--- src/rtl/i2c_pkg.sv ---
// i2c_pkg: shared definitions for the byte-level I2C master engine.
//   - i2c_state_t : transaction FSM states
//   - i2c_phase_t : quarter-bit phase (q0..q3)
//   - I2C_ACK / I2C_NACK : SDA level of an acknowledge / not-acknowledge bit
//   - i2c_txn_quarters() : transaction length in SCL quarters
package i2c_pkg;

   typedef enum logic [2:0] {
      ST_IDLE,
      ST_START,
      ST_ADDR,
      ST_ADDR_ACK,
      ST_DATA,
      ST_DATA_ACK,
      ST_STOP
   } i2c_state_t;

   typedef enum logic [1:0] {
      PH_Q0 = 2'd0,   // SCL low, SDA updated
      PH_Q1 = 2'd1,   // SCL released
      PH_Q2 = 2'd2,   // SCL high, SDA sampled at the end
      PH_Q3 = 2'd3    // SCL low
   } i2c_phase_t;

   localparam logic I2C_ACK  = 1'b0;
   localparam logic I2C_NACK = 1'b1;

   localparam int START_QUARTERS = 3;
   localparam int BYTE_QUARTERS  = 36;   // 8 bits + ack, 4 quarters each
   localparam int STOP_QUARTERS  = 4;

   // Full-length (no abort) transaction in quarters; two_bytes selects 1 or 2 data bytes.
   function automatic int i2c_txn_quarters(input logic two_bytes);
      return START_QUARTERS + BYTE_QUARTERS * (two_bytes ? 3 : 2) + STOP_QUARTERS;
   endfunction

endpackage

--- src/rtl/i2c_master_engine_quarter_tick.sv ---
// i2c_quarter_tick: quarter-SCL-period prescaler.
//   clk, rst_n : clock, asynchronous active-low reset
//   restart    : restart the count at the start of a quarter in phase q1
//                (a transaction's START occupies phases q1..q3)
//   stall      : freeze the count (target clock stretching)
//   tick       : one-cycle pulse in the last cycle of each quarter
//   phase      : current quarter phase (advances after each tick)
module i2c_quarter_tick
   import i2c_pkg::*;
#(
   parameter int CLK_DIV = 250
)
(
   input  logic       clk,
   input  logic       rst_n,
   input  logic       restart,
   input  logic       stall,
   output logic       tick,
   output logic [1:0] phase
);

   localparam int CW = (CLK_DIV > 2) ? $clog2(CLK_DIV) : 1;
   localparam logic [CW-1:0] CNT_MAX = CW'(CLK_DIV - 1);

   logic [CW-1:0] cnt_reg;

   assign tick = (cnt_reg == CNT_MAX) && !stall && !restart;

   always_ff @(posedge clk or negedge rst_n) begin
      if (!rst_n) begin
         cnt_reg <= '0;
         phase   <= PH_Q0;
      end else if (restart) begin
         cnt_reg <= '0;
         phase   <= PH_Q1;
      end else if (!stall) begin
         if (cnt_reg == CNT_MAX) begin
            cnt_reg <= '0;
            phase   <= phase + 2'd1;
         end else begin
            cnt_reg <= cnt_reg + 1'b1;
         end
      end
   end

endmodule

--- src/rtl/i2c_master_engine.sv ---
// i2c_master_engine: byte-level I2C master for the DAC control FSM.
// One transaction per I2C_load: START, {addr,r/w}, 1 or 2 data bytes with
// ACK/NACK, STOP. All outputs are registered.
//   CLK_DIV        : system clocks per quarter SCL period (>= 2)
//   clk, rst_n     : clock, asynchronous active-low reset
//   I2Caddr/I2Cdata/I2Cbytes/I2Cr_w/I2C_load : request (latched on load in IDLE)
//   I2CBusy        : transaction in progress
//   I2CDataReady   : one-cycle completion pulse (reads, writes, aborts)
//   I2Crd_data     : read result, I2Cack_err : a NACK was seen
//   scl_in/sda_in  : synchronized pin levels
//   scl_drive_low/sda_drive_low : 1 pulls the open-drain line low
// Optional feature: define I2C_CLOCK_STRETCH_EN to honour target clock
// stretching (counter waits for scl_in=1 in q1 and in the STOP bus-free quarter).
module i2c_master_engine
   import i2c_pkg::*;
#(
   parameter int CLK_DIV = 250
)
(
   input  logic        clk,
   input  logic        rst_n,
   input  logic [6:0]  I2Caddr,
   input  logic [15:0] I2Cdata,
   input  logic        I2Cbytes,
   input  logic        I2Cr_w,
   input  logic        I2C_load,
   output logic        I2CBusy,
   output logic        I2CDataReady,
   output logic [15:0] I2Crd_data,
   output logic        I2Cack_err,
   input  logic        scl_in,
   input  logic        sda_in,
   output logic        scl_drive_low,
   output logic        sda_drive_low
);

   i2c_state_t  state_reg;
   logic [7:0]  shift_reg;
   logic [2:0]  bit_cnt_reg;
   logic        byte_cnt_reg;     // index of the data byte in flight
   logic [15:0] data_reg;
   logic        two_reg;
   logic        rw_reg;
   logic        sample_reg;       // SDA captured at the end of q2

   logic        tick;
   logic        stall;
   logic        restart;
   logic [1:0]  phase_bits;
   i2c_phase_t  phase;
   logic        bit_state;
   logic        last_byte;
   logic [7:0]  first_byte;

   assign phase      = i2c_phase_t'(phase_bits);
   assign restart    = (state_reg == ST_IDLE) && I2C_load;
   assign bit_state  = (state_reg == ST_ADDR) || (state_reg == ST_ADDR_ACK) ||
                       (state_reg == ST_DATA) || (state_reg == ST_DATA_ACK);
   assign last_byte  = (byte_cnt_reg == two_reg);
   assign first_byte = two_reg ? data_reg[15:8] : data_reg[7:0];

`ifdef I2C_CLOCK_STRETCH_EN
   assign stall = !scl_in && ((bit_state && (phase == PH_Q1)) ||
                              ((state_reg == ST_STOP) && (phase == PH_Q3)));
`else
   logic unused_scl_in;
   assign unused_scl_in = scl_in;
   assign stall         = 1'b0;
`endif

   i2c_quarter_tick #(.CLK_DIV(CLK_DIV)) u_tick (
      .clk     (clk),
      .rst_n   (rst_n),
      .restart (restart),
      .stall   (stall),
      .tick    (tick),
      .phase   (phase_bits)
   );

   // Each tick ends the current quarter; the registers below take the values
   // for the quarter that starts next.
   always_ff @(posedge clk or negedge rst_n) begin
      if (!rst_n) begin
         state_reg     <= ST_IDLE;
         shift_reg     <= '0;
         bit_cnt_reg   <= '0;
         byte_cnt_reg  <= 1'b0;
         data_reg      <= '0;
         two_reg       <= 1'b0;
         rw_reg        <= 1'b0;
         sample_reg    <= 1'b0;
         I2CBusy       <= 1'b0;
         I2CDataReady  <= 1'b0;
         I2Crd_data    <= '0;
         I2Cack_err    <= 1'b0;
         scl_drive_low <= 1'b0;
         sda_drive_low <= 1'b0;
      end else begin
         I2CDataReady <= 1'b0;
         if (state_reg == ST_IDLE) begin
            if (I2C_load) begin
               shift_reg     <= {I2Caddr, I2Cr_w};
               data_reg      <= I2Cdata;
               two_reg       <= I2Cbytes;
               rw_reg        <= I2Cr_w;
               I2Cack_err    <= 1'b0;
               I2Crd_data    <= '0;
               I2CBusy       <= 1'b1;
               scl_drive_low <= 1'b0;
               sda_drive_low <= 1'b0;
               state_reg     <= ST_START;
            end
         end else if (tick) begin
            case (state_reg)
               ST_START: begin
                  // q1: bus idle, q2..q3: SDA low with SCL high
                  if (phase == PH_Q1) begin
                     sda_drive_low <= 1'b1;
                  end else if (phase == PH_Q3) begin
                     state_reg     <= ST_ADDR;
                     bit_cnt_reg   <= '0;
                     scl_drive_low <= 1'b1;
                     sda_drive_low <= ~shift_reg[7];
                  end
               end

               ST_ADDR, ST_ADDR_ACK, ST_DATA, ST_DATA_ACK: begin
                  case (phase)
                     PH_Q0: scl_drive_low <= 1'b0;
                     PH_Q2: begin
                        scl_drive_low <= 1'b1;
                        sample_reg    <= sda_in;
                        if ((state_reg == ST_DATA) && rw_reg)
                           shift_reg <= {shift_reg[6:0], sda_in};
                     end
                     PH_Q3: begin
                        case (state_reg)
                           ST_ADDR: begin
                              if (bit_cnt_reg == 3'd7) begin
                                 state_reg     <= ST_ADDR_ACK;
                                 sda_drive_low <= 1'b0;
                              end else begin
                                 bit_cnt_reg   <= bit_cnt_reg + 3'd1;
                                 shift_reg     <= {shift_reg[6:0], 1'b0};
                                 sda_drive_low <= ~shift_reg[6];
                              end
                           end
                           ST_ADDR_ACK: begin
                              if (sample_reg == I2C_NACK) begin
                                 I2Cack_err    <= 1'b1;
                                 state_reg     <= ST_STOP;
                                 sda_drive_low <= 1'b1;
                              end else begin
                                 state_reg    <= ST_DATA;
                                 bit_cnt_reg  <= '0;
                                 byte_cnt_reg <= 1'b0;
                                 if (rw_reg) begin
                                    sda_drive_low <= 1'b0;
                                 end else begin
                                    shift_reg     <= first_byte;
                                    sda_drive_low <= ~first_byte[7];
                                 end
                              end
                           end
                           ST_DATA: begin
                              if (bit_cnt_reg == 3'd7) begin
                                 state_reg <= ST_DATA_ACK;
                                 if (rw_reg) begin
                                    // master ACKs every byte but the last
                                    sda_drive_low <= last_byte ? ~I2C_NACK : ~I2C_ACK;
                                    if (two_reg && !byte_cnt_reg)
                                       I2Crd_data[15:8] <= shift_reg;
                                    else
                                       I2Crd_data[7:0]  <= shift_reg;
                                 end else begin
                                    sda_drive_low <= 1'b0;
                                 end
                              end else begin
                                 bit_cnt_reg <= bit_cnt_reg + 3'd1;
                                 if (!rw_reg) begin
                                    shift_reg     <= {shift_reg[6:0], 1'b0};
                                    sda_drive_low <= ~shift_reg[6];
                                 end
                              end
                           end
                           ST_DATA_ACK: begin
                              if (!rw_reg && (sample_reg == I2C_NACK)) begin
                                 I2Cack_err    <= 1'b1;
                                 state_reg     <= ST_STOP;
                                 sda_drive_low <= 1'b1;
                              end else if (last_byte) begin
                                 state_reg     <= ST_STOP;
                                 sda_drive_low <= 1'b1;
                              end else begin
                                 state_reg    <= ST_DATA;
                                 bit_cnt_reg  <= '0;
                                 byte_cnt_reg <= 1'b1;
                                 if (rw_reg) begin
                                    sda_drive_low <= 1'b0;
                                 end else begin
                                    shift_reg     <= data_reg[7:0];
                                    sda_drive_low <= ~data_reg[7];
                                 end
                              end
                           end
                           default: ;
                        endcase
                     end
                     default: ;
                  endcase
               end

               ST_STOP: begin
                  // q0: SDA low/SCL low, q1: SCL up, q2: SDA up, q3: bus free
                  case (phase)
                     PH_Q0: scl_drive_low <= 1'b0;
                     PH_Q1: sda_drive_low <= 1'b0;
                     PH_Q3: begin
                        state_reg    <= ST_IDLE;
                        I2CBusy      <= 1'b0;
                        I2CDataReady <= 1'b1;
                     end
                     default: ;
                  endcase
               end

               default: state_reg <= ST_IDLE;
            endcase
         end
      end
   end

endmodule

--- config.mk ---
export PLATFORM = sky130hd
export DESIGN_NAME = i2c_master_engine
export DESIGN_NICKNAME = d
export VERILOG_FILES = /design/src/rtl/i2c_pkg.sv /design/src/rtl/i2c_master_engine_quarter_tick.sv /design/src/rtl/i2c_master_engine.sv
export SDC_FILE = /design/constraint.sdc
export NUM_CORES = 1
export LEC_CHECK = 0
export ABC_AREA = 1
export BUFFER_PORTS_ARGS = -buffer_cell sky130_fd_sc_hd__buf_2
export CORE_MARGIN = 2
export CORE_UTILIZATION = 52
export CTS_CLUSTER_DIAMETER = 150
export CTS_CLUSTER_SIZE = 10
export DETAILED_ROUTE_END_ITERATION = 8
export GPL_TIMING_DRIVEN = 0
export HOLD_SLACK_MARGIN = 0.1
export PLACE_DENSITY = 0.81
export SLEW_MARGIN = 20
export SYNTH_ARGS = -nofsm -noshare
export SYNTH_HDL_FRONTEND = slang
export SYNTH_HIERARCHICAL = 1
export SYNTH_SLANG_ARGS = --single-unit
--- constraint.sdc ---
create_clock -name clk -period 5.95 [get_ports clk]
set_input_delay 0.595 -clock clk [delete_from_list [all_inputs] [get_ports clk]]
set_output_delay 0.595 -clock clk [all_outputs]
set_load 0.02 [all_outputs]
==> results.json <==
{
  "path_max_fanout": 11,
  "dp_cells": 665,
  "drt_pass1_iterations": 4,
  "status": "completed",
  "num_antenna_cells": 0,
  "dpl.hpwl_um": 6580,
  "rsz0062_at_grt": "false",
  "syn_inst": 518,
  "power.density_nw_per_um2": 485,
  "report.final.slew_viol_count": 0,
  "synth_area_leaders": "dfrtp_1 (43%), nand2_1 (20%), o21ai_0 (5.9%)",
  "die_w_um": 88.8,
  "yosysSeqAreaShare_pct": 43.5,
  "stdcell_area_um2": 4330,
  "cts_resized": 0,
  "grt_pass1_vias": 3186,
  "place_area_um2": 4130,
  "pin_count": 51,
  "critical_path.startpoint_type": "flop",
  "synth-edff-count": 0,
  "fin_crit_sh_pct": 45.6,
  "ys_warn_count": 6,
  "synth_top_area_share_pct": 43.5,
  "vdd.ir_drop.worst_mv": 0.215,
  "yosysUniqueCellTypes": 33,
  "wl_met3_um": 412,
  "syn_avg_cell_area_um2": 7.22,
  "grt_remaining_overflow": 0,
  "initial_core_util_pct": 54.5,
  "hold_path.class": "in -> async",
  "portBuffers": 49,
  "fin_setup_tns_ns": 0,
  "cts_buffers": 9,
  "yosysMostFrequentCell": "nand2_1",
  "yosys-top-cells-count": "nand2_1 (197), dfrtp_1 (65), inv_1 (53)",
  "final_cells": 680,
  "layout.nets": 615,
  "syn_area_um2": 3740,
  "antenna_found_initial": 0,
  "async_flop_share_pct": 100,
  "rows": 30,
  "wl_per_cell_um": 13.0,
  "drc": 0,
  "post_cts_buffers": 0,
  "drt_iter0_markers": 289,
  "cts_buffer_depth": 2,
  "endpoint_kind": "flop",
  "hold_violations": 0,
  "core_um2": 6870,
  "syn2layout_area_growth_pct": 15.7,
  "h-tree-depth": 3,
  "avgViaCountPerCell": 5.08,
  "setup_viol": 0,
  "grt_pass1_wl_um": 14700,
  "ys_ff_latch": 65,
  "wl_met1_um": 4150,
  "max_freq_mhz": 369,
  "clkSinkCount": 65,
  "track_usage_pct": 24.1,
  "leakagePower_uw": 0.00226,
  "p_total_uw": 2100,
  "drv_cap": 0,
  "vias": 3452,
  "arrival_ns": 2.95,
  "cts_tree": "built",
  "clk-insertion-delay-late_ns": 0.36,
  "grt_max_degree": 38,
  "period_minus_slack_ns": 2.71,
  "clock_skew_ns": 0.0123,
  "drive_above_1_share_pct": 18.2,
  "ant_nets": 0,
  "drt-total-wl_um": 8820,
  "yosys.area.top_type": "dfrtp_1",
  "root_buffer": "clkbuf_8",
  "required_ns": 6.18,
  "clk_pin_slew_ns": 0.08,
  "die_y_um": 88.8,
  "synth_ff_type": "dfrtp_1",
  "met2_length_um": 4130,
  "gp_congestion": 0.952,
  "top_layer_used": "met4",
  "cts_hold_buffers": 0,
  "die-area_um2": 7890,
  "crit_type": "reg -> reg"
}
metal layers:
layer | GRT usage, % | vias up
li1 | - | 1768
met1 | 32.5 | 1593
met2 | 38.2 | 78
met3 | 6.16 | 13
met4 | 7.58 | 0
met5 | 0 | -
cells in the final DEF (no fill, tap or decap), types with 4 or more instances in the layout:
cell type and n:
a21oi_1 9, buf_2 53, buf_6 4, clkbuf_8 10, dfrtp_1 65, ha_1 5
inv_1 53, nand2_1 197, nand2_2 10, nand3_1 31, nand4_1 6, nor2_1 39
nor2_4 6, o21ai_0 44, o21ai_1 14
final cells by class:
type	count	area, um^2
buffer	13	92.6
clock buffer	10	138
clock inverter	5	56.3
fill	615	2540
inverter	57	221
multi-input combinational	384	1800
sequential	65	1630
tap	96	120
timing repair buffer	50	268
worst max-delay path: stages (launching register included):
cell	delay, ns
dfrtp_1	0.53
inv_4	0.12
nand3_1	0.19
buf_4	0.21
inv_1	0.08
buf_2	0.19
inv_1	0.16
nand2_1	0.11
nor2_4	0.22
nand3_1	0.10
nand2_1	0.13
nand2_1	0.18
buf_2	0.24
nand2_1	0.07
o21ai_0	0.07
worst paths after layout:
check                                  start       endpoint  slack (ns)  depth (start not counted)
worst max-delay path            state_reg[2]  I2Crd_data[1]        3.24                         14
worst min-delay path                   rst_n   data_reg[12]        0.16                          1
worst max register to register  state_reg[2]  I2Crd_data[1]        3.24                         14
worst min register to register  shift_reg[0]   shift_reg[0]        0.47                          2
max in group asynchronous              rst_n  I2Crd_data[3]        5.28                          2
min in group clk                 I2Cdata[12]   data_reg[12]        0.42                          3
stage by stage:
step                      hold WS (ns)  util (%)  setup slack (ns)
after global routing             0.178      63.0              3.02
final                            0.156      63.0              3.24
after detailed placement         0.460      60.2              3.18
after global placement           0.458      59.8              3.24
after CTS                        0.168      63.0              3.21
after floorplan                  0.299         -              3.75
kinds of logic after synthesis:
| group | count (synthesis) | synth area share, % |
|---|---|---|
| buf+inv | 70 | 8.39 |
| simple gates | 303 | 35.9 |
| fa+ha+maj | 5 | 1.67 |
| flops | 65 | 43.5 |
| other cells | 1 | 0.100 |
| xor+xnor | 1 | 0.234 |
| compound gates | 73 | 10.2 |
power breakdown:
group	internal, uW	total, uW	switching (uW)
clock network	202	378	176
registers	597	704	107
logic	336	1020	681
No activity file was read; power rests on OpenSTA's default activity.
